--- config.mk ---
export PLATFORM = sky130hd
export DESIGN_NAME = sha256_msg_sequencer_flat
export DESIGN_NICKNAME = d
export VERILOG_FILES = /design/src/rtl/sha256_msg_sequencer_if.sv /design/src/rtl/sha256_msg_sequencer.sv /design/src/flat_wrapper.sv
export SDC_FILE = /design/constraint.sdc
export NUM_CORES = 1
export LEC_CHECK = 0
export CORE_AREA = 2 2 421 423
export CTS_CLUSTER_DIAMETER = 30
export DETAILED_ROUTE_END_ITERATION = 6
export DIE_AREA = 0 0 423 425
export HOLD_SLACK_MARGIN = 0.05
export REMOVE_ABC_BUFFERS = 1
export SLEW_MARGIN = 20
export SYNTH_ARGS = -nofsm -noshare
export SYNTH_HDL_FRONTEND = slang
export SYNTH_SLANG_ARGS = --single-unit
--- constraint.sdc ---
create_clock -name clk -period 6.7 [get_ports clk]
set_input_delay 1.005 -clock clk [delete_from_list [all_inputs] [get_ports clk]]
set_output_delay 1.005 -clock clk [all_outputs]
set_load 0.01 [all_outputs]
--- src/rtl/sha256_msg_sequencer_if.sv ---
// Bundle of the message stream, compression-core and digest handshakes of the
// SHA-256 message sequencer. The slave modport is the sequencer's view; the
// master modport is the surrounding logic (message source, core, digest sink).
interface sha256_msg_sequencer_if;
    // message word stream
    logic [31:0]  s_data;
    logic [2:0]   s_nbytes;
    logic         s_last;
    logic         s_valid;
    logic         s_ready;
    // compression core
    logic [511:0] core_block;
    logic         core_start;
    logic         core_first_run;
    logic [255:0] core_hash;
    logic         core_ready;
    // digest output
    logic [255:0] digest;
    logic         digest_valid;
    logic         digest_ready;

    modport master (
        output s_data,
        output s_nbytes,
        output s_last,
        output s_valid,
        input  s_ready,
        input  core_block,
        input  core_start,
        input  core_first_run,
        output core_hash,
        output core_ready,
        input  digest,
        input  digest_valid,
        output digest_ready
    );

    modport slave (
        input  s_data,
        input  s_nbytes,
        input  s_last,
        input  s_valid,
        output s_ready,
        output core_block,
        output core_start,
        output core_first_run,
        input  core_hash,
        input  core_ready,
        output digest,
        output digest_valid,
        input  digest_ready
    );
endinterface

--- src/rtl/sha256_msg_sequencer.sv ---
// SHA-256 front end: packs a big-endian 32-bit word stream into 512-bit
// blocks, appends the 0x80 marker, zero fill and 64-bit bit length, drives the
// compression core once per block and returns the final digest on a
// valid/ready output. All outputs come straight from registers.
module sha256_msg_sequencer #(
    parameter int LEN_W = 32
) (
    input  logic                  clk,
    input  logic                  rst,
    sha256_msg_sequencer_if.slave bus
);

    typedef enum logic [2:0] {
        FILL   = 3'd0,
        PAD    = 3'd1,
        LEN    = 3'd2,
        ISSUE  = 3'd3,
        SETTLE = 3'd4,
        WAIT   = 3'd5,
        OUT    = 3'd6
    } state_t;

    state_t state_reg;
    state_t state_next;
    state_t resume_reg;
    state_t resume_next;

    // Block assembly bookkeeping; word_idx runs 0..16, bit 4 marks a full block.
    logic [4:0]       word_idx_reg;
    logic [4:0]       idx_inc;
    logic [LEN_W-1:0] bytes_reg;
    logic             first_reg;
    logic             pad_pending_reg;
    logic             final_reg;
    logic [255:0]     digest_reg;

    // Registered handshake outputs and their next values.
    logic             s_ready_reg;
    logic             core_start_reg;
    logic             digest_valid_reg;
    logic             s_ready_next;
    logic             core_start_next;
    logic             digest_valid_next;

    // Block write controls shared by all sixteen word registers.
    logic             accept;
    logic             out_take;
    logic             word_wr;
    logic [31:0]      word_data;
    logic [31:0]      fill_word;
    logic [31:0]      pad_word;
    logic             len_wr;
    logic             block_clr;
    logic [63:0]      len_bits;

    assign accept    = s_ready_reg & bus.s_valid;
    assign out_take  = digest_valid_reg & bus.digest_ready;
    assign idx_inc   = word_idx_reg + 5'd1;
    assign len_bits  = 64'({bytes_reg, 3'b000});
    assign pad_word  = pad_pending_reg ? 32'h8000_0000 : 32'h0000_0000;
    assign len_wr    = (state_reg == LEN);
    // Once the core has finished with a block the buffer is wiped so that a
    // short final block never carries words left over from an earlier block.
    assign block_clr = (state_reg == WAIT) && bus.core_ready;

    // Per-byte shaping of an incoming word: a short last word keeps its first
    // n bytes, gets the 0x80 marker in byte n and zeros after that.
    genvar gi;
    generate
        for (gi = 0; gi < 4; gi++) begin : g_byte
            assign fill_word[31-8*gi -: 8] =
                (!bus.s_last || (3'(gi) < bus.s_nbytes)) ? bus.s_data[31-8*gi -: 8] :
                (3'(gi) == bus.s_nbytes)                 ? 8'h80 :
                                                           8'h00;
        end
    endgenerate

    // Select which single-word write (stream data or padding) lands this cycle.
    always_comb begin
        word_wr   = 1'b0;
        word_data = fill_word;
        if ((state_reg == FILL) && accept) begin
            word_wr = 1'b1;
        end else if ((state_reg == PAD) && !word_idx_reg[4]) begin
            word_wr   = 1'b1;
            word_data = pad_word;
        end
    end

    // Sixteen block word registers; word 0 sits in the top 32 bits of core_block.
    generate
        for (gi = 0; gi < 16; gi++) begin : g_word
            logic [31:0] word_reg;

            // Word update: clear after use, length words in LEN, else indexed write.
            always_ff @(posedge clk) begin
                if (rst) begin
                    word_reg <= '0;
                end else if (block_clr) begin
                    word_reg <= '0;
                end else if (len_wr && (gi == 14)) begin
                    word_reg <= len_bits[63:32];
                end else if (len_wr && (gi == 15)) begin
                    word_reg <= len_bits[31:0];
                end else if (word_wr && (word_idx_reg[3:0] == 4'(gi))) begin
                    word_reg <= word_data;
                end
            end

            assign bus.core_block[511-32*gi -: 32] = word_reg;
        end
    endgenerate

    // State register together with the state to return to after a mid-message block.
    always_ff @(posedge clk) begin
        if (rst) begin
            state_reg  <= FILL;
            resume_reg <= FILL;
        end else begin
            state_reg  <= state_next;
            resume_reg <= resume_next;
        end
    end

    // Next-state logic for block assembly, padding and the core handshake.
    always_comb begin
        state_next  = state_reg;
        resume_next = resume_reg;
        case (state_reg)
            FILL: begin
                if (accept) begin
                    if (!bus.s_last) begin
                        if (idx_inc == 5'd16) begin
                            state_next  = ISSUE;
                            resume_next = FILL;
                        end
                    end else if (bus.s_nbytes < 3'd4) begin
                        // Marker already placed; length fits only if words 14/15 are free.
                        state_next = (idx_inc <= 5'd14) ? LEN : PAD;
                    end else if (idx_inc == 5'd16) begin
                        state_next  = ISSUE;
                        resume_next = PAD;
                    end else begin
                        state_next = PAD;
                    end
                end
            end
            PAD: begin
                if (word_idx_reg[4] || (idx_inc == 5'd16)) begin
                    state_next  = ISSUE;
                    resume_next = PAD;
                end else if (idx_inc == 5'd14) begin
                    state_next = LEN;
                end
            end
            LEN:    state_next = ISSUE;
            ISSUE:  state_next = SETTLE;
            // The core's ready from the previous block is still visible here.
            SETTLE: state_next = WAIT;
            WAIT: begin
                if (bus.core_ready) begin
                    state_next = final_reg ? OUT : resume_reg;
                end
            end
            OUT: begin
                if (out_take) begin
                    state_next = FILL;
                end
            end
            default: state_next = FILL;
        endcase
    end

    // Handshake outputs follow the state being entered so they register cleanly.
    always_comb begin
        s_ready_next      = (state_next == FILL);
        core_start_next   = (state_next == ISSUE);
        digest_valid_next = (state_next == OUT);
    end

    // Output registers; s_ready stays low for the reset cycle itself.
    always_ff @(posedge clk) begin
        if (rst) begin
            s_ready_reg      <= 1'b0;
            core_start_reg   <= 1'b0;
            digest_valid_reg <= 1'b0;
        end else begin
            s_ready_reg      <= s_ready_next;
            core_start_reg   <= core_start_next;
            digest_valid_reg <= digest_valid_next;
        end
    end

    // Word index, byte count, padding flags, first-block flag and digest capture.
    always_ff @(posedge clk) begin
        if (rst) begin
            word_idx_reg    <= '0;
            bytes_reg       <= '0;
            first_reg       <= 1'b1;
            pad_pending_reg <= 1'b0;
            final_reg       <= 1'b0;
            digest_reg      <= '0;
        end else begin
            case (state_reg)
                FILL: begin
                    if (accept) begin
                        word_idx_reg <= idx_inc;
                        bytes_reg    <= bytes_reg + LEN_W'(bus.s_nbytes);
                        // A full last word leaves no room for the marker in this word.
                        if (bus.s_last && (bus.s_nbytes >= 3'd4)) begin
                            pad_pending_reg <= 1'b1;
                        end
                    end
                end
                PAD: begin
                    if (!word_idx_reg[4]) begin
                        word_idx_reg    <= idx_inc;
                        pad_pending_reg <= 1'b0;
                    end
                    if (state_next == ISSUE) begin
                        final_reg <= 1'b0;
                    end
                end
                LEN: begin
                    final_reg <= 1'b1;
                end
                WAIT: begin
                    if (bus.core_ready) begin
                        first_reg    <= 1'b0;
                        word_idx_reg <= '0;
                        if (final_reg) begin
                            digest_reg <= bus.core_hash;
                        end
                    end
                end
                OUT: begin
                    if (out_take) begin
                        first_reg    <= 1'b1;
                        bytes_reg    <= '0;
                        final_reg    <= 1'b0;
                        word_idx_reg <= '0;
                    end
                end
                default: begin
                end
            endcase
        end
    end

    assign bus.s_ready        = s_ready_reg;
    assign bus.core_start     = core_start_reg;
    assign bus.core_first_run = first_reg;
    assign bus.digest         = digest_reg;
    assign bus.digest_valid   = digest_valid_reg;

endmodule

--- src/flat_wrapper.sv ---
// flat-port wrapper written by rule: the top's interface ports become plain ports
module sha256_msg_sequencer_flat 
#(
    parameter int LEN_W = 32
)
  (clk, rst, bus_s_data, bus_s_nbytes, bus_s_last, bus_s_valid, bus_s_ready, bus_core_block, bus_core_start, bus_core_first_run, bus_core_hash, bus_core_ready, bus_digest, bus_digest_valid, bus_digest_ready);
  sha256_msg_sequencer_if bus_i ();
  input  logic clk;
  input  logic rst;
  input wire logic [$bits(bus_i.s_data)-1:0] bus_s_data;
  input wire logic [$bits(bus_i.s_nbytes)-1:0] bus_s_nbytes;
  input wire logic [$bits(bus_i.s_last)-1:0] bus_s_last;
  input wire logic [$bits(bus_i.s_valid)-1:0] bus_s_valid;
  output wire logic [$bits(bus_i.s_ready)-1:0] bus_s_ready;
  output wire logic [$bits(bus_i.core_block)-1:0] bus_core_block;
  output wire logic [$bits(bus_i.core_start)-1:0] bus_core_start;
  output wire logic [$bits(bus_i.core_first_run)-1:0] bus_core_first_run;
  input wire logic [$bits(bus_i.core_hash)-1:0] bus_core_hash;
  input wire logic [$bits(bus_i.core_ready)-1:0] bus_core_ready;
  output wire logic [$bits(bus_i.digest)-1:0] bus_digest;
  output wire logic [$bits(bus_i.digest_valid)-1:0] bus_digest_valid;
  input wire logic [$bits(bus_i.digest_ready)-1:0] bus_digest_ready;
  assign bus_i.s_data = bus_s_data;
  assign bus_i.s_nbytes = bus_s_nbytes;
  assign bus_i.s_last = bus_s_last;
  assign bus_i.s_valid = bus_s_valid;
  assign bus_s_ready = bus_i.s_ready;
  assign bus_core_block = bus_i.core_block;
  assign bus_core_start = bus_i.core_start;
  assign bus_core_first_run = bus_i.core_first_run;
  assign bus_i.core_hash = bus_core_hash;
  assign bus_i.core_ready = bus_core_ready;
  assign bus_digest = bus_i.digest;
  assign bus_digest_valid = bus_i.digest_valid;
  assign bus_i.digest_ready = bus_digest_ready;
  sha256_msg_sequencer #(.LEN_W(LEN_W)) u_core (.clk(clk), .rst(rst), .bus(bus_i));
endmodule
# Word level (Yosys, flattened, before mapping)
# Cells that the tools add are included.
# W data, S select, Z words.
[word_totals]
out_inout_bits = 772
ram_bits = 0
n_memories = 0
inputBits = 297
mem_bits_ro = 0
wordCells = 181
latchBits = 0
regBits = 817
[classes]
n_eq_ne = 38
reduce_logical = 48
n_bitwise = 2
mul = 0
n_lt_le_gt_ge = 7
n_mux = 54
add_sub_neg = 2
shift = 0
div = 0
[op_table]
columns = ["cell", "count"]
rows = [
  ["$mux W32", 7],
  ["$mux W8", 8],
  ["$pmux W32 S2", 1],
  ["$mux W3", 17],
  ["$add A32 B3 Y32", 1],
  ["$eq A4 B4 Y1 const B", 8],
  ["$pmux W3 S7", 1],
  ["$logic_and A1 B1 Y1", 20],
  ["$mux W5", 4],
  ["$pmux W5 S4", 1],
  ["$eq A4 B3 Y1 const B", 4],
  ["$eq A3 B3 Y1 const B", 4],
  ["$reduce_and A3 Y1", 4],
  ["$reduce_bool A2 Y1", 5],
  ["$eq A3 B2 Y1 const B", 3],
  ["$logic_not A3 Y1", 3],
  ["$mux W1", 9],
  ["$ne A3 B3 Y1 const B", 3],
  ["$eq A4 B2 Y1 const B", 2],
  ["$ne A2 B2 Y1 const B", 4],
  ["$reduce_and A4 Y1", 2],
  ["$eq A2 B3 Y1 const A", 2],
  ["$lt A1 B3 Y1 const A", 2],
  ["$lt A2 B3 Y1 const A", 2],
  ["other kinds (24)", 34],
]

# Longest topological paths before layout
[logic_depth]
word_depth = 10
depth_mapped = 10
ltp_nobuf = 9

# Worst setup path after synthesis
# OpenSTA, ideal clock, no wires.
[synth_timing]
path_type = "input-to-reg"
start = "in bus_s_nbytes[0]"
end = "reg u_core.bytes_reg[10]"
path_buffers = 0
path_stages = 8
required_ns = 6.630
path_slack_ns = 3.927
arrival_ns = 2.702
setup_time_ns = 0.070
cell_sequence = "ha_1 > inv_1 > fa_1 > nor2b_1 > o21ai_0 > or3b_1 > or3_1 > a21oi_1"
[synth_via]
elab_chain_cells = 3
[synth_rtl]
columns = ["element", "line", "text"]
rows = [
  ["from (decl)", "flat_wrapper.sv:11", "input wire logic [$bits(bus_i.s_nbytes)-1:0] bus_s_nbytes;"],
  ["$add A32 B3 Y32", "sha256_msg_sequencer.sv:208", "bytes_reg <= bytes_reg + LEN_W'(bus.s_nbytes);"],
  ["$mux W32", "sha256_msg_sequencer.sv:206", "if (accept) begin"],
  ["$pmux W32 S2", "sha256_msg_sequencer.sv:204", "case (state_reg)"],
  ["to (signal assigned)", "sha256_msg_sequencer.sv:208", ""],
  ["to (decl)", "sha256_msg_sequencer.sv:31", "logic [LEN_W-1:0] bytes_reg;"],
]
# Every way passes these cells. The select of a mux whose other input is x is not followed.
# A chain may end at the register's enable or synchronous reset.

# Worst setup path after layout
[layout_timing]
start = "in bus_s_valid"
end = "reg u_core.g_word[1].word_reg[11]"
[layout_via]
elab_chain_cells = 4
word_cells_on_any_way = 5
cone_classes = "mux (2); bitwise (1); reduce/logical (2)"
[layout_rtl]
columns = ["element", "line", "text"]
rows = [
  ["from (decl)", "flat_wrapper.sv:13", "input wire logic [$bits(bus_i.s_valid)-1:0] bus_s_valid;"],
  ["$and A1 B1 Y1 *", "sha256_msg_sequencer.sv:56", "assign accept = s_ready_reg & bus.s_valid;"],
  ["$logic_and A1 B1 Y1 *", "sha256_msg_sequencer.sv:82", "if ((state_reg == FILL) && accept) begin"],
  ["$mux W1", "sha256_msg_sequencer.sv:82", ""],
  ["$logic_and A1 B1 Y1", "sha256_msg_sequencer.sv:105", "end else if (word_wr && (word_idx_reg[3:0] == 4'(gi))) begin"],
  ["to (signal assigned)", "sha256_msg_sequencer.sv:102", "word_reg <= len_bits[63:32];"],
  ["to (signal assigned)", "sha256_msg_sequencer.sv:104", "word_reg <= len_bits[31:0];"],
  ["to (signal assigned)", "sha256_msg_sequencer.sv:106", "word_reg <= word_data;"],
  ["to (decl)", "sha256_msg_sequencer.sv:93", "logic [31:0] word_reg;"],
]
# Mark *: on every way between the ends. The rest lies on a longest branch, timed or not.

==> results.toml <==
[logic_synthesis]
synth_top_area_cell = "dfxtp_1"
yosys-top-cells-area = "dfxtp_1 (56%), nand2_1 (19%), a21oi_1 (13%)"
ys_warn_count = 0
synthesis.area_mm2 = 0.0294
synth_cell_types = 55
synth_top_area_share_pct = 55.6
synthCells = 3769
synth-main-ff-cell = "dfxtp_1"
seq_area_frac_synth_pct = 55.6
synth_edf_count = 0
synth_seq_cells = 815
async_flop_share_pct = 0
synth.avg_cell_area_um2 = 7.79

[sta]
drv_slew = 0
hold_viol = 0
hold_ws_ns = 0.449
rsz0062_at_grt = "no"
worst_pin_slew_ns = 1.08
finalSetupViolations = 0
fmax_ghz = 0.273
timing.final.ws_setup_ns = 3.04
fin_crit_sh_pct = 54.6
slew_headroom_pct = 27.7
finalCriticalPeriod_ns = 3.66
finClkSkew_ns = 0.0685

[clock_network]
cts_setup_buffers = 0
cts_resized = 0
cts_num_sinks = 815
clkSlewWorstSetupHoldPaths_ns = 0.05
clock_path_buffers = 3
clk_latency_ns = 0.85
cts.htree.levels = 4
root_buffer = "clkbuf_16"
cts_hold_buffers = 0
cts_buffers = 205
tritoncts = "built"

[worst_setup_path]
path_buf_inv = 2
end_kind = "register"
r2r_end = "u_core.g_word[1].word_reg[11]$_SDFFE_PP0P_"
worst_setup_path_start_kind = "input port"
cpPeakStageDelay_ns = 0.79
endpoint = "u_core.g_word[1].word_reg[11]$_SDFFE_PP0P_"
required_ns = 7.45
cp.arrival_ns = 4.41
critPathTopFamily = "simple AND/OR/NAND/NOR gates"
path_cells = "clkdlybuf4s50_1 > and3b_1 > o21a_1 > nand2_1 > nor3_4 > buf_4 > nand2_1 > a21oi_1"
r2r_start = "u_core.state_reg[0]$_SDFF_PP0_"
critical_path.most_common_cell = "nand2_1"
rrSetupSlack_ns = 3.20
cp-startpoint = "bus_s_valid"
reg2reg_depth = 7
cp.depth = 8
cp_max_fo = 22
path_class = "input port to register"
crit_slowest_cell = "o21a_1"

[detailed_routing]
drc = 0
routed_wl_mm = 149
vias = 30200
avgRoutedWirePerCell_um = 20.4
vias_per_cell = 4.15
drtIter0Drc = 2370
ant_nets = 0
first_pass_iters = 6

[floorplan]
floorplan.die_area_mm2 = 0.180
start_util_pct = 16.7
die_x_um = 423
core_area_mm2 = 0.175
io_pins = 1069
row_count = 154
die_h_um = 425

[place]
detailed_place_hpwl_mm = 103
pre_cts_ws_ns = 2.20
place_congestion = 0.866
placed_cells = 6895
port_buffers = 1068

[finish]
largest_reg_flops = 512
layout_commonest_cell = "nand2_1"
fin_nets = 5070
nFillCells = 18500
layout-drive-gt1-share_pct = 9.27
area_delta_synth_final_pct = 69.3
final_cells = 7288
layout_common_cells = "nand2_1 (1,524), clkdlybuf4s50_1 (1,067), dfxtp_1 (815), a21oi_1 (787), clkbuf_16 (206)"

[job]
maxCapViolCount = 0

[global_routing]
overflow = 0
grt_max_degree = 233
grt_pass1_vias = 29000
grt_pass1_wl_mm = 205
track_usage_pct = 15.7
antenna_found_initial = 12

[power_and_ir_drop]
vdd_ir_drop_max_mv = 0.252
power.density_mw_per_mm2 = 348
finalPower_w = 0.0173
power_leakage_nw = 16.4

[hold_path]
hold_path_class = "register to register"

[status]
outcome = "finished, final reports clean"
==> final cells by class <==
cell class	count	area [um^2]	share of cell area, %
Sequential cell	815	16300	32.8
Tap cell	2340	2930	5.89
Timing Repair Buffer	1103	11000	22.1
Inverter	12	45.0	0.0906
Clock buffer	283	5920	11.9
Antenna cell	9	22.5	0.0453
Multi-Input combinational cell	2625	11900	24.0
Clock inverter	101	1570	3.15
==> where the power goes <==
part | leakage [nW] | total [W] | internal [W] | switching, W
clock | 3.63 | 0.0104 | 0.00717 | 0.00326
sequential | 6.57 | 0.00506 | 0.00497 | 0.0000923
combinational | 6.16 | 0.00179 | 0.000513 | 0.00128
==> worst register-to-register path: stages, from the launching register on <==
cell and delay [ns]:
dfxtp_1 0.41, and3b_1 0.45, o21a_1 0.79, nand2_1 0.42, nor3_4 0.74, buf_4 0.38, nand2_1 0.11, a21oi_1 0.15
==> through the flow <==
stage | cell area, um^2 | utilization, % | TNS [ns]
after global routing | 49700 | 28.3 | 0
after floorplan | 28100 | - | -638.34
after detailed placement | 42200 | 24.1 | 0
final | 49700 | 28.4 | 0
after global placement | 42200 | 24.1 | 0
after CTS | 49700 | 28.3 | 0
==> layer usage <==
metal	part of all wire, %	up-vias	GRT usage (%)
met4	5.7	8	9.49
met1	36	14300	16.5
met2	51	1287	27.7
met5	0.041	-	0
li1	-	14300	-
met3	7.3	344	4.44
==> logic make-up (layout without fill, tap and decap cells) <==
family                     after synthesis  count (layout)  share of synthesized area, %
xor gates and xnor gates                23              23                         0.686
AOI/OAI and AO/OA                      862             862                          15.3
buffers and inverters                  329            1499                          4.44
muxes                                    6               6                         0.205
and+or+nand+nor                       1723            1723                          23.3
other                                    0               9                             0
DFF                                    815             815                          55.6
adders and majority gates               11              11                         0.494
==> worst min path at each step <==
stage | from | end | slack (ns) | cells past startpoint
after floorplan | u_core.bytes_reg[2]$_SDFFE_PP0P_ | u_core.bytes_reg[2]$_SDFFE_PP0P_ | 0.44 | 2
after global placement | u_core.bus.digest[52]$_SDFFE_PP0P_ | u_core.bus.digest[52]$_SDFFE_PP0P_ | 0.44 | 2
after detailed placement | u_core.g_word[4].word_reg[2]$_SDFFE_PP0P_ | u_core.g_word[4].word_reg[2]$_SDFFE_PP0P_ | 0.45 | 2
after CTS | u_core.g_word[4].word_reg[2]$_SDFFE_PP0P_ | u_core.g_word[4].word_reg[2]$_SDFFE_PP0P_ | 0.45 | 2
after global routing | u_core.g_word[12].word_reg[12]$_SDFFE_PP0P_ | u_core.g_word[12].word_reg[12]$_SDFFE_PP0P_ | 0.46 | 2
final | u_core.bus.digest[90]$_SDFFE_PP0P_ | u_core.bus.digest[90]$_SDFFE_PP0P_ | 0.45 | 2
==> Yosys cell counts (9+ instances only) <==
cell      count
a21oi_1     788
inv_1        12
o21ai_0      18
nor3_1       13
xnor2_1      14
nand2_1    1524
buf_2        45
nor2b_1      12
a22oi_1      31
nand3_1      19
dfxtp_1     815
clkbuf_1    262
nor2_1       63
nand4_1      10
ha_1         10
xor2_1        9
and2_1       33
No activity file was read; power rests on OpenSTA's default activity.
